### src/rtl/prio_pkg.sv
// Shared definitions for the priority-tagged stream: default word width, tag values
// and the {tag, payload} word layout also used on the fifo_priority side.
package prio_pkg;

   localparam int unsigned DW = 33;
   localparam int unsigned PW = DW - 1;

   localparam logic PRIO_HI = 1'b1;
   localparam logic PRIO_LO = 1'b0;

   typedef struct packed {
      logic          prio;
      logic [PW-1:0] payload;
   } prio_word_t;

endpackage

### src/rtl/prio_reg_slice.sv
// One-entry valid/ready register slice; accepts a new word whenever it is empty
// or its current word leaves this cycle, so it sustains one word per cycle.
module prio_reg_slice #(
   parameter int unsigned DW = 33
) (
   input  logic          clk,
   input  logic          rst,
   input  logic [DW-1:0] in_data,
   input  logic          in_vld,
   output logic          in_rdy_c,
   output logic [DW-1:0] out_data,
   output logic          out_vld,
   input  logic          out_rdy
);

   assign in_rdy_c = !out_vld || out_rdy;

   // data_out keeps its last value when the slot empties
   always_ff @(posedge clk or negedge rst) begin
      if (!rst) begin
         out_vld  <= 1'b0;
         out_data <= '0;
      end else if (in_rdy_c) begin
         out_vld <= in_vld;
         if (in_vld) out_data <= in_data;
      end
   end

endmodule

### src/rtl/prio_tag_arbiter.sv
// Merges a high- and a low-priority source into one tagged valid/ready stream,
// with a bounded number of high grants while low waits.
module prio_tag_arbiter
   import prio_pkg::*;
#(
   parameter int unsigned DW         = prio_pkg::DW,
   parameter int unsigned STARVE_MAX = 4
) (
   input  logic          clk,
   input  logic          rst,
   input  logic [DW-2:0] hi_data_i,
   input  logic          hi_vld_i,
   output logic          hi_rdy_o,
   input  logic [DW-2:0] lo_data_i,
   input  logic          lo_vld_i,
   output logic          lo_rdy_o,
   output logic [DW-1:0] data_out,
   output logic          vld_o,
   input  logic          rdy_i
);

   localparam int unsigned CW = $clog2(STARVE_MAX + 1);

   logic          load_en_c;
   logic          grant_hi_c;
   logic          grant_lo_c;
   logic [DW-1:0] slot_data_c;
   logic          slot_vld_c;
   logic [CW-1:0] starve_cnt;

   assign grant_hi_c = hi_vld_i && (!lo_vld_i || (starve_cnt < CW'(STARVE_MAX)));
   assign grant_lo_c = lo_vld_i && !grant_hi_c;

   // rst gating keeps both ready outputs low while the slot is held in reset
   assign hi_rdy_o = rst && load_en_c && grant_hi_c;
   assign lo_rdy_o = rst && load_en_c && grant_lo_c;

   assign slot_vld_c  = hi_rdy_o || lo_rdy_o;
   assign slot_data_c = grant_hi_c ? {PRIO_HI, hi_data_i} : {PRIO_LO, lo_data_i};

   // consecutive high grants taken while low was waiting
   always_ff @(posedge clk or negedge rst) begin
      if (!rst) begin
         starve_cnt <= '0;
      end else if (load_en_c) begin
         if (grant_hi_c && lo_vld_i) begin
            if (starve_cnt != CW'(STARVE_MAX)) starve_cnt <= starve_cnt + CW'(1);
         end else begin
            starve_cnt <= '0;
         end
      end
   end

   prio_reg_slice #(
      .DW (DW)
   ) u_slice (
      .clk      (clk),
      .rst      (rst),
      .in_data  (slot_data_c),
      .in_vld   (slot_vld_c),
      .in_rdy_c (load_en_c),
      .out_data (data_out),
      .out_vld  (vld_o),
      .out_rdy  (rdy_i)
   );

endmodule
### config.mk
export PLATFORM = sky130hd
export DESIGN_NAME = prio_tag_arbiter
export DESIGN_NICKNAME = d
export VERILOG_FILES = /design/src/rtl/prio_pkg.sv /design/src/rtl/prio_reg_slice.sv /design/src/rtl/prio_tag_arbiter.sv
export SDC_FILE = /design/constraint.sdc
export NUM_CORES = 1
export LEC_CHECK = 0
export BUFFER_PORTS_ARGS = -buffer_cell sky130_fd_sc_hd__buf_4
export CAP_MARGIN = 20
export CORE_MARGIN = 5
export CORE_UTILIZATION = 44
export CTS_CLUSTER_DIAMETER = 200
export DETAILED_ROUTE_END_ITERATION = 8
export PLACE_DENSITY = 0.88
export SYNTH_ARGS = -nofsm -noshare
export SYNTH_HDL_FRONTEND = slang
export SYNTH_SLANG_ARGS = --single-unit
export TNS_END_PERCENT = 50
### constraint.sdc
create_clock -name clk -period 1.7 [get_ports clk]
set_clock_uncertainty 0.1 [all_clocks]
set_input_delay 0.34 -clock clk [delete_from_list [all_inputs] [get_ports clk]]
set_output_delay 0.34 -clock clk [all_outputs]
set_load 0.005 [all_outputs]
==> results.md <==
Run status:
- The flow ran to the end, and the final reports show no timing, DRC or antenna violations.

Pwr:
- Per report_power, the clock group accounts for between 20% and 30% of the total.
- Of the total power, combinational logic draws 28.6%.
- IR analysis of the VDD net gives a maximum drop of 463.2 uV.
- Net switching is approximately 28% of the power.
- The static power due to leakage is between 1 and 1.5 nW.
- The share of total power in sequential cells is a little under half.
- The analysis attributes to net switching a power of roughly 0.66 mW.
- The internal power summed over all cells is ~1.7 mW.
- Power spread over the standard cell area amounts to 867.6 nW/um^2.

Routing:
- The pre-antenna-repair detailed-routing pass consisted of 5 iterations.
- The antenna violation net count after detailed routing is 0.
- In the final routed layout, each cell accounts on average for 19.12 um.
- The iteration-0 DRC count of the detailed router is 88.
- The detailed router placed roughly 1700 vias in this run.
- After detailed routing, the number of remaining DRC violations is 0.
- The total length of routed wires is roughly 5700 um.
- The via density per instance is between 5 and 6.

Clock network:
- TritonCTS built the clock tree.
- The clock insertion delay at the later pin of the skew report is about 280 ps.
- The number of H-tree levels is 2.
- The number of sinks on the clock net is 37.
- The clock-pin transition on the worst setup and hold timing paths is roughly 80 ps.
- The clock passes through at most 2 buffers.
- The clock buffer count from CTS is 5.
- The cell at the root of the clock tree is sky130_fd_sc_hd__clkbuf_8.

Timing:
- The worst hold slack is around 230 ps.
- Setup repair after global routing left no endpoint under its margin.
- The worst slew margin relative to its limit is roughly three quarters.
- The maximum clock frequency is 631.2 MHz.
- The final-layout setup total negative slack is 0 ps.
- The hold violation count in the final report is 0.
- The count of final max-slew check failures is 0.
- The slack of the critical path is approximately 120 ps.
- The actual slew at the worst max-slew pin is 375.6 ps.
- The period utilization is between 90 and 100%.
- The total setup violations reported at the end of the flow is 0.
- The final critical delay including setup and external delays is roughly 1600 ps.

Floorplanning:
- The die is approximately 76 um tall.
- The number of placement rows is 23.
- The die footprint is between 5000 and 6000 um^2.
- The die boundary width is between 70 and 80 um.
- The boundary pin count is about 110.
- For this configuration, the core starts out at a cell density of a little under half.
- The core region is between 4000 and 5000 um^2.

Global routing:
- The total congestion overflow is 0.
- The total track usage is 19.95%.
- The maximum number of pins on one net before global-route repair is 33.
- The via count of the first global-routing pass is approximately 1800.
- The number of antenna violations at the first check in global routing came to 0.
- The global-route wire length before repair is ~8600 um.

Worst setup path:
- In this run the critical register-to-register path is launched from u_slice.out_vld$_DFFE_PN0P_.
- In this run the critical register-to-register path is captured at u_slice.out_data[23]$_DFFE_PN0P_.
- The slowest library cell on the worst path is sky130_fd_sc_hd__dfrtp_1.
- Counting cells, the worst reg-to-reg path comes to 3.
- The worst endpoint required time is about 1300 ps.
- STA classifies the critical path endpoint as an output port.
- The nature of the critical path startpoint is a flop.
- The arrival time at the worst endpoint is between 1000 and 1500 ps.
- The stage delay of the slowest cell on the critical path is roughly 420 ps.
- The signal on the critical path passes through nand2b_4 -> nand2_2 -> nor2_1 -> buf_4.
- In this run the worst path has a maximum fanout of 7.
- The launching element of the worst setup path is u_slice.out_vld$_DFFE_PN0P_.
- The critical path class is flop to output port.
- For flop-to-flop paths, the worst setup slack is 300 ps.

Min path:
- The number of instances on the worst hold path is 2.
- The start point of the worst min-delay path is hi_data_i[8].
- The end of the worst hold path is u_slice.out_data[8]$_DFFE_PN0P_.
- The path category of the worst min-delay check is primary input to flop.

Placement:
- The global placement routability congestion is 0.7859.
- Before CTS, the worst setup slack after placement is about 100 ps.
- The count of buffers inserted at the top-level ports is ~100.
- The placed cell area is 2656 um^2.
- After detailed placement, the design holds a cell count of just under 300.
- Summed over all nets, the half-perimeter wirelength after detailed placement is approximately 4300 um.

Layout:
- Relative to the synthesized area, the layout overhead comes to 46.33%.
- The repair_antennas step left the layout with diodes totalling 0.
- After the last flow step, the layout net total stands at 320.
- The summed area of non-filler cells in the final layout is between 2000 and 3000 um^2.
- Cells with a size suffix above 1 make up between 50 and 60% of the layout.
- Leaving out filler cells and counting taps, the final layout contains 300.

Yosys:
- Synthesis produced a netlist with a net count of roughly 220.
- The fraction of synthesized cell area taken by the top area cell type is 48.97%.
- The count of warnings emitted by yosys is 0.
- The commonest cells after synthesis are 37 x sky130_fd_sc_hd__dfrtp_1, 32 x sky130_fd_sc_hd__nand4b_1, 32 x sky130_fd_sc_hd__o221a_1, 10 x sky130_fd_sc_hd__buf_6.
- In this run, synthesis inferred 0 flip-flops with an integrated enable.
- The distinct cell type count after synthesis is 23.
- The cell area that synthesis handed to floorplanning was around 1900 um^2.
- Summed over all instances, the cell type with the most area after synthesis is sky130_fd_sc_hd__dfrtp_1.
- By area the synthesized netlist is led by sky130_fd_sc_hd__dfrtp_1 49%, sky130_fd_sc_hd__o221a_1 19%, sky130_fd_sc_hd__nand4b_1 15%.
- The post-synthesis sequential element count is 37.
- For this run, the register share of the synthesized area comes to between 40% and 50%.
- Each instance of the synthesized netlist takes up on average about 13 um^2.
- By instance count, the leading cell after synthesis is sky130_fd_sc_hd__dfrtp_1.
- In the synthesized netlist the async set-or-reset flop fraction comes to 100.0%.
- The cell count after synthesis is around 140.
- The most used flip-flop cell after synthesis is sky130_fd_sc_hd__dfrtp_1.

Job:
- Max-cap violations in this run came to 0.
==> repair_timing <==
item                                    4_1_cts  5_1_grt
endpoints found under the setup margin        2        2
gates cloned                                  0        0
hold buffers                                  2        0
gates resized for setup                       1        1
endpoints found under the hold margin        15        0
buffers inserted                              0        0
==> registers in the layout, indices dropped and copies added (netlist names) <==
| register | cells |
|---|---|
| u_slice.out_data | 33 |
| starve_cnt | 3 |
| u_slice.out_vld | 1 |
==> metrics by stage <==
step	power [mW]	utilization, %
2_1_floorplan	1.401	-
3_3_place_gp	1.799	65.00
3_5_place_dp	1.818	65.00
4_1_cts	2.415	67.58
5_1_grt	2.520	67.70
6_report	2.400	67.70
==> cell usage in the layout (no fill, tap or decap) <==
cell,count
sky130_fd_sc_hd__a21o_1,1
sky130_fd_sc_hd__and2_1,1
sky130_fd_sc_hd__buf_4,114
sky130_fd_sc_hd__clkbuf_1,1
sky130_fd_sc_hd__clkbuf_8,5
sky130_fd_sc_hd__clkinv_2,2
sky130_fd_sc_hd__dfrtp_1,37
sky130_fd_sc_hd__dlygate4sd3_1,2
sky130_fd_sc_hd__ha_1,2
sky130_fd_sc_hd__inv_1,3
sky130_fd_sc_hd__inv_2,1
sky130_fd_sc_hd__nand2_1,5
sky130_fd_sc_hd__nand2_2,1
sky130_fd_sc_hd__nand2b_1,1
sky130_fd_sc_hd__nand2b_4,1
sky130_fd_sc_hd__nand4_1,1
sky130_fd_sc_hd__nand4_4,1
sky130_fd_sc_hd__nand4b_1,32
sky130_fd_sc_hd__nor2_1,1
sky130_fd_sc_hd__nor2b_1,1
sky130_fd_sc_hd__o211a_4,1
sky130_fd_sc_hd__o211ai_1,1
sky130_fd_sc_hd__o21ai_1,1
sky130_fd_sc_hd__o221a_1,32
sky130_fd_sc_hd__o22ai_1,2
==> worst max path at each step <==
| stage | end | slack (ps) | cells past startpoint |
|---|---|---|---|
| floorplan | hi_rdy_o | 340 | 5 |
| global placement | u_slice.out_data[23]$_DFFE_PN0P_ | 130 | 4 |
| detailed placement | u_slice.out_data[3]$_DFFE_PN0P_ | 100 | 4 |
| CTS | lo_rdy_o | 60 | 4 |
| global route | lo_rdy_o | 3 | 4 |
| finish | lo_rdy_o | 120 | 4 |
==> power groups by stage <==
| stage | clock network [mW] | registers, mW | logic [mW] |
|---|---|---|---|
| final | 0.593 | 1.12 | 0.686 |
| after global routing | 0.647 | 1.13 | 0.739 |
| after CTS | 0.605 | 1.12 | 0.692 |
| after detailed placement | 0 | 1.13 | 0.687 |
| after global placement | 0 | 1.13 | 0.668 |
| after floorplan | 0 | 1.13 | 0.272 |
==> layout make-up <==
| cell class | instances | area, um^2 |
|---|---|---|
| clock buffers | 6 | 72.57 |
| clock inverters | 2 | 10.01 |
| fillers | 311 | 1320 |
| inverters | 4 | 15.01 |
| multi-input cells | 85 | 804.5 |
| flip-flops and latches | 37 | 925.9 |
| well taps | 50 | 62.56 |
| repair buffers | 116 | 875.8 |
==> layer usage <==
metal  wire length [um]  part of all wire [%]  vias to the layer above  track usage (%)
li1                   -                     -                      797                -
met1               2212                    39                      859            24.33
met5                  0                     0                        -                0
met2               3068                    53                       68            35.19
met3                376                   6.6                       11            3.958
met4                 78                   1.4                        0            6.602
==> kinds of logic after synthesis <==
logic type	Yosys count	share of synthesized area (%)
DFF	37	48.97
AOI/OAI and AO/OA	38	21.71
and+or+nand+nor	45	19.13
buffers and inverters	22	8.868
adders and majority gates	2	1.323
==> worst max-delay path: cells and delay by family, from the launching register on <==
kind / cells / cell delay, ps
flip-flops: 1 / 420
AND/OR/NAND/NOR: 3 / 320
buffers and inverters: 1 / 120
(Power assumes the default switching activity.)
